===== config.mk =====
export PLATFORM = sky130hd
export DESIGN_NAME = riscv_imem_loader
export DESIGN_NICKNAME = d
export VERILOG_FILES = /design/src/rtl/riscv_imem_loader.sv
export SDC_FILE = /design/constraint.sdc
export NUM_CORES = 1
export LEC_CHECK = 0
export ABC_AREA = 1
export BUFFER_PORTS_ARGS = -buffer_cell sky130_fd_sc_hd__buf_2
export CAP_MARGIN = 10
export CORE_MARGIN = 10
export CORE_UTILIZATION = 48
export DETAILED_ROUTE_END_ITERATION = 8
export HOLD_SLACK_MARGIN = 0.12
export PLACE_DENSITY = 0.83
export SLEW_MARGIN = 20
export SYNTH_ARGS = -nofsm -noshare
export SYNTH_HDL_FRONTEND = slang
export SYNTH_SLANG_ARGS = --single-unit
export TNS_END_PERCENT = 5

===== constraint.sdc =====
create_clock -name clk -period 1.81 [get_ports clk]
set_input_delay 0.181 -clock clk [delete_from_list [all_inputs] [get_ports clk]]
set_output_delay 0.181 -clock clk [all_outputs]
set_load 0.02 [all_outputs]

===== src/rtl/riscv_imem_loader.sv =====
// riscv_imem_loader: turns the host's level-held write handshake into single-cycle SRAM
// writes, and shares the single SRAM port between host loading and core instruction fetch.
module riscv_imem_loader #(
    parameter int unsigned ADDR_WIDTH = 12,
    parameter logic [31:0] NOP_WORD   = 32'h0000_0013
) (
    input  logic                  clk,
    input  logic                  rst_n,
    input  logic [31:0]           host_address,
    input  logic [31:0]           host_writedata,
    input  logic                  host_write,
    output logic                  host_waitrequest,
    input  logic                  host_select,
    input  logic [31:0]           core_address,
    input  logic                  core_read,
    output logic                  core_waitrequest,
    output logic [31:0]           core_readdata,
    output logic                  core_readdatavalid,
    output logic [ADDR_WIDTH-1:0] ram_addr,
    output logic [31:0]           ram_wdata,
    output logic                  ram_we,
    output logic                  ram_re,
    input  logic [31:0]           ram_rdata,
    output logic [15:0]           load_count,
    output logic [15:0]           err_count,
    output logic [31:0]           err_last_addr
);

    typedef enum logic [1:0] {StIdle, StHwrite, StHdone} state_e;

    state_e      state_q, state_d;
    logic [31:0] addr_q, addr_d;
    logic [31:0] data_q, data_d;
    logic        sel_q;
    logic [15:0] load_count_q;
    logic [15:0] err_count_q;
    logic [31:0] err_last_addr_q;
    logic        rvalid_q;
    logic        rnop_q;

    logic host_valid;
    logic core_in_range;
    logic core_accept;
    logic sel_rise;
    logic unused_core_lsb;

    // Word-aligned and inside the 4*2^ADDR_WIDTH byte window.
    assign host_valid    = (addr_q[1:0] == 2'b00) && ((addr_q >> (ADDR_WIDTH + 2)) == 32'd0);
    assign core_in_range = ((core_address >> (ADDR_WIDTH + 2)) == 32'd0);

    assign core_waitrequest = host_select | (state_q != StIdle);
    assign core_accept      = core_read & ~core_waitrequest;
    assign sel_rise         = host_select & ~sel_q;
    // Byte offset within the fetched word is irrelevant.
    assign unused_core_lsb  = ^core_address[1:0];

    assign host_waitrequest   = (state_q != StHdone);
    assign core_readdatavalid = rvalid_q;
    assign load_count         = load_count_q;
    assign err_count          = err_count_q;
    assign err_last_addr      = err_last_addr_q;

    // Host FSM next state; a write is latched only while the host owns the port.
    always_comb begin
        state_d = state_q;
        addr_d  = addr_q;
        data_d  = data_q;
        unique case (state_q)
            StIdle: begin
                if (host_write && host_select) begin
                    state_d = StHwrite;
                    addr_d  = host_address;
                    data_d  = host_writedata;
                end
            end
            StHwrite: state_d = StHdone;
            StHdone:  state_d = StIdle;
            default:  state_d = StIdle;
        endcase
    end

    // SRAM port mux: host write in HWRITE, otherwise an accepted in-range core fetch.
    always_comb begin
        ram_we    = 1'b0;
        ram_re    = 1'b0;
        ram_addr  = '0;
        ram_wdata = '0;
        if (state_q == StHwrite) begin
            if (host_valid) begin
                ram_we    = 1'b1;
                ram_addr  = addr_q[ADDR_WIDTH+1:2];
                ram_wdata = data_q;
            end
        end else if (core_accept && core_in_range) begin
            ram_re   = 1'b1;
            ram_addr = core_address[ADDR_WIDTH+1:2];
        end
    end

    // Read data comes straight from the SRAM output register, or NOP for out-of-range fetches.
    always_comb begin
        core_readdata = '0;
        if (rvalid_q) begin
            core_readdata = rnop_q ? NOP_WORD : ram_rdata;
        end
    end

    // State, latched write, fetch-return flags and software-visible counters.
    always_ff @(posedge clk or negedge rst_n) begin
        if (!rst_n) begin
            state_q         <= StIdle;
            addr_q          <= '0;
            data_q          <= '0;
            sel_q           <= 1'b0;
            rvalid_q        <= 1'b0;
            rnop_q          <= 1'b0;
            load_count_q    <= '0;
            err_count_q     <= '0;
            err_last_addr_q <= '0;
        end else begin
            state_q  <= state_d;
            addr_q   <= addr_d;
            data_q   <= data_d;
            sel_q    <= host_select;
            rvalid_q <= core_accept;
            rnop_q   <= core_accept & ~core_in_range;
            // Clear on select rising beats a coincident increment.
            if (sel_rise) begin
                load_count_q <= '0;
            end else if ((state_q == StHwrite) && host_valid) begin
                load_count_q <= load_count_q + 16'd1;
            end
            if ((state_q == StHwrite) && !host_valid) begin
                err_last_addr_q <= addr_q;
                if (err_count_q != 16'hFFFF) begin
                    err_count_q <= err_count_q + 16'd1;
                end
            end
        end
    end

endmodule

### Word level (Yosys, flattened, before mapping)

Cells that the tools add are included.

* add/sub/neg operators: 2
* mux-type cells: 15
* reductions and logical operators: 14
* equal/unequal tests: 4
* bitwise logic cells: 7

Operator list (number)
* 32-bit 2-to-1 mux: 4
* 32-bit zero test: 2
* 12-bit 2-to-1 mux: 3
* 16-bit by 1-bit adder with 16-bit output (second input constant): 2
* 16-bit 2-to-1 mux: 2
* 16-bit inequality test (second input constant): 1
* 1-bit logical AND: 5
* 2-bit zero test: 2
* 1-bit 2-to-1 mux: 4
* 2-bit inequality test (second input constant): 2
* 2-bit case mux with 2 select lines: 1
* 2-bit AND reduction: 2
* 2-bit nonzero test: 2
* 1-bit AND: 3
* 1-bit NOT: 3
* 2-bit by 1-bit == test with 1-bit output (second input constant): 1
* 2-bit 2-to-1 mux: 1
* 1-bit zero test: 1
* 1-bit OR: 1

* input bits: 133
* flip-flop bits (word level): 133
* logic and storage cells: 51
* output and inout port bits: 145

### Depth between registers and ports, before layout

* depth in word-level cells: 7
* mapped depth: 11
* mapped depth without buffers: 10

### Worst setup path after synthesis

Ideal clock, no wire load.

* path kind: flip-flop to output port
* start: register rvalid_q, in the netlist core_readdatavalid
* end: output port core_readdata[21]
* cell stages (with the launch flop): 6
* buffers on the path: 2
* setup slack: 0.114 ns
* arrival: 1.515 ns
* data required time: 1.629 ns
* cell sequence: dfrtp_1 -> inv_1 -> or2_2 -> clkbuf_1 -> clkbuf_1 -> nor2_1

* longest elaborated chain between the ends: 1

Ends and longest elaborated chain
* start: declaration: line 38 `logic rvalid_q;`
* start signal: assignment: line 125 `rvalid_q <= core_accept;`
* 32-bit 2-to-1 mux: line 103 `if (rvalid_q) begin`
* end: declaration: line 17 `output logic [31:0] core_readdata,`

Every way passes these cells.

### Final worst setup path

* start: register addr_q[25]
* end: output port ram_wdata[14]

* longest elaborated chain between the ends: 4

Ends and longest elaborated chain
* start: declaration: line 32 `logic [31:0] addr_q, addr_d;`
* start signal: assignment: line 122 `addr_q <= addr_d;`
* 32-bit zero test: line 48 `assign host_valid = (addr_q[1:0] == 2'b00) && ((addr_q >> (ADDR_WIDTH + 2)) == 32'd0);`
* 1-bit logical AND: line 48
* 32-bit 2-to-1 mux: line 89 `if (host_valid) begin`
* 32-bit 2-to-1 mux: line 88 `if (state_q == StHwrite) begin`
* end: declaration: line 20 `output logic [31:0] ram_wdata,`

Every way passes these cells.

==> run_results.csv <==
group,metric,value,unit
clock_network,clkTransAtPathRegs,0.06,ns
floorplanning,core.rowCount,42,
setup_path,cp-start-kind,"flip-flop",
yosys,synth_area,6609,um^2
floorplanning,die_h,137.3,um
clock_network,clkSinkCount,133,
yosys,synth_area_per_cell,7.536,um^2
sta,final_max_slew_viol_count,0,
place,dp_cells,1317,
routing,wl_per_cell,18.10,um
global_routing,use_met2,0.4428,
layout,layout.nets,1378,
place,portBuffers,275,
yosys,syn-num-nets,1012,
layout,final_area,10210,um^2
power,leakagePower,0.005601,uW
sta,finalWorstSetupSlack,-0.3252,ns
routing,drt_pass1_iterations,5,
min_path,hp-class,"in -> async",
setup_path,critPathTopFamily,"simple AND/OR/NAND/NOR gates",
setup_path,crit_chain,"nor2_1 > nand2_1 > nor2_4 > nand4_1 > buf_6 > buf_16 > nor2_2 > buf_6",
clock_network,clk-insertion-delay-late,0.42,ns
setup_path,cpPeakStageDelay,0.40,ns
yosys,netlist_instances,877,
yosys,yosysSeqAreaShare,0.5036,
run,cap_violations,0,
layout,final_common_cell,"nand2_1",
sta,rsz0062_at_grt,"true",
power,p_sw_frac,0.3172,
global_routing,grt.busiest_layer,"met2",
floorplanning,fp.dieW,137.3,um
yosys,synth_compound_area_frac,0.03218,
global_routing,met3_usage,0.09359,
layout,multiInputGateArea,2963,um^2
sta,setup_viol,64,
yosys,synth-warning-count,0,
layout,drive_above_1_share,0.3248,
layout,regArea,3328,um^2
routing,vias,7294,
setup_path,critPathKind,"reg -> out",
setup_path,crit_arrival,1.95,ns
global_routing,grt_pass1_wl,37810,um
layout,stdcell_count,1433,
global_routing,grt_antenna_before_repair,1,
global_routing,grt_max_degree,77,
power,p_sw,2946,uW
global_routing,use_met1,0.2750,
power,power_frac_comb,0.222,
global_routing,grt_pass1_vias,7309,
floorplanning,fp.coreArea,13350,um^2
yosys,yosys-mux-area-fraction,0,
setup_path,r2r_cells,9,
clock_network,clock_path_buffers,2,
setup_path,cp_slowest_cell,"dfrtp_1",
routing,viasPerCell,5.090,
layout,final_cell_mix,"nand2_1 (319), buf_2 (228), dfrtp_1 (133)",
setup_path,cp.buffers_inverters,3,
place,place_area,8279,um^2
power,p_seq_frac,0.413,
routing,totalWireLength,25940,um
sta,min_period,2.135,ns
setup_path,crit_required,1.63,ns
yosys,synth-simple-area-share,0.3521,
yosys,synth_top_family_by_area,"simple AND/OR/NAND/NOR gates",
setup_path,r2r_slack,-0.04,ns
yosys,synthAdderAreaFrac,0.003786,
routing,drt-initial-drc-count,542,
sta,worst-slew-pin-transition,0.4022,ns
yosys,ys_ff_latch,133,
clock_network,cts_max_level,4,
place,gp_congestion,0.9480,
setup_path,endpoint_kind,"primary output",
layout,nFillCells,881,
global_routing,grt.overflow.total,0,
clock_network,cts_tree,"built",
sta,max_freq,468.3,MHz
power,p_clk_frac,0.365,
setup_path,cp.depth,8,
global_routing,grt_usage,0.2570,
routing,drc,0,
clock_network,cts_buffers,17,
yosys,ys_types,29,
setup_path,worstPathMaxFanout,13,
floorplanning,start_util,0.4951,
power,peakVddDrop,0.6519,mV
sta,relSlewSlack,0.7298,
status,status,"finished, violations left",
clock_network,root_buffer,"clkbuf_16",
floorplanning,dieArea,18860,um^2
power,p_per_area,910.0,nW/um^2
sta,skew,0.009069,ns
place,dp_hpwl,16160,um
sta,finalCritPeriodShare,1.180,
routing,postRouteAntennaNets,0,
setup_path,cp_common_cell,"buf_6",
status,violations,"setup timing",
sta,finalHoldViolCount,0,
yosys,synth_xor_area_frac,0.02518,
layout,syn2layout_area_growth,54.43,%
floorplanning,pin_count,278,
power,p_int,6341,uW
-- synthesized netlist by cell type (all sizes together) --
master	number	area [um^2]
nand3	79	420.4
xor2	12	105.1
or2	3	18.77
o21ai	41	205.2
nor3	5	35.03
nor2	121	493.0
clkbuf	13	48.80
xnor2	7	61.31
nor4	1	6.260
nand2	324	1224
nor3b	1	7.510
nand3b	8	60.06
ha	2	25.02
nand4	10	62.56
o21bai	1	7.510
buf	27	163.9
inv	89	336.6
dfrtp	133	3328
-- flip-flops by register name, indices dropped and copies added (netlist names) --
register / cells
core_readdatavalid: 1
sel_q: 1
load_count: 16
data_q: 32
addr_q: 32
err_last_addr: 32
rnop_q: 1
state_q: 2
err_count: 16
-- worst paths after layout --
check	to	start
min	data_q[19]$_DFFE_PN0P_	rst_n
min in group clk	rnop_q$_DFF_PN0_	core_read
min reg2reg	err_last_addr[25]$_DFFE_PN0P_	err_last_addr[25]$_DFFE_PN0P_
max in group asynchronous	err_last_addr[22]$_DFFE_PN0P_	rst_n
max	ram_wdata[14]	addr_q[25]$_DFFE_PN0P_
max reg2reg	err_last_addr[30]$_DFFE_PN0P_	addr_q[25]$_DFFE_PN0P_
-- worst reg2reg max path, stage by stage, from the launching register on --
cell and delay [ns]:
dfrtp_1 0.40, nor2_1 0.14, nand2_1 0.11, nor2_4 0.15
nand3_4 0.15, buf_4 0.30, nand2_2 0.13, buf_6 0.21
nand2_1 0.09, o21ai_0 0.09
-- through the flow --
step             util  power [uW]  setup TNS (ns)  hold slack, ns  setup WS [ns]
3_5_place_dp   0.6203        5599               0         0.05985       0.006852
5_1_grt        0.7646        9713          -23.30          0.1967        -0.4191
4_1_cts        0.7422        9176          -10.74          0.1771        -0.2615
6_report       0.7646        9288          -13.16          0.1850        -0.3252
2_1_floorplan       -        4782               0         -0.1146         0.1140
3_3_place_gp   0.6203        5543               0         0.06211        0.06766
-- final cells by class --
type                    count  share of cell area
clock inverters            11             0.01250
flip-flops and latches    133              0.3261
diodes                      1           0.0002452
repair buffers            385              0.2712
inverters                  89             0.03298
well taps                 176             0.02158
multi-input cells         617              0.2903
clock buffers              21             0.04511
-- per-layer routing --
layer	vias up	part of all wire
li1	3442	-
met1	3360	0.34
met2	421	0.51
met3	71	0.11
met4	0	0.038
met5	-	0
-- timing repair --
item | 4_1_cts | 5_1_grt
gates resized for setup | 89 | 56
setup endpoints to repair | 78 | 94
hold buffers | 66 | 0
cloned | 3 | 3
setup buffers | 7 | 4
pin swaps | 20 | 14
hold endpoints to repair | 198 | 0
-- power by group through the flow --
stage                     Combinational [uW]  Clock [uW]  Sequential, uW
final                                   2060        3390            3830
after floorplan                          719           0            4060
after global routing                    2260        3580            3880
after CTS                               1950        3430            3800
after global placement                  1710           0            3830
after detailed placement                1760           0            3840
-- cells by family (layout without fill, tap and decap cells) --
| kind of cell | count (synthesis) | count (layout) |
|---|---|---|
| buffers and inverters | 129 | 506 |
| adder cells (fa/ha/maj) | 2 | 2 |
| flip-flops | 133 | 133 |
| XOR/XNOR | 19 | 19 |
| AND/OR/NAND/NOR | 552 | 554 |
| other | 0 | 1 |
| AO/OA/AOI/OAI | 42 | 42 |
Note: power is estimated with default switching activity, not from simulation.
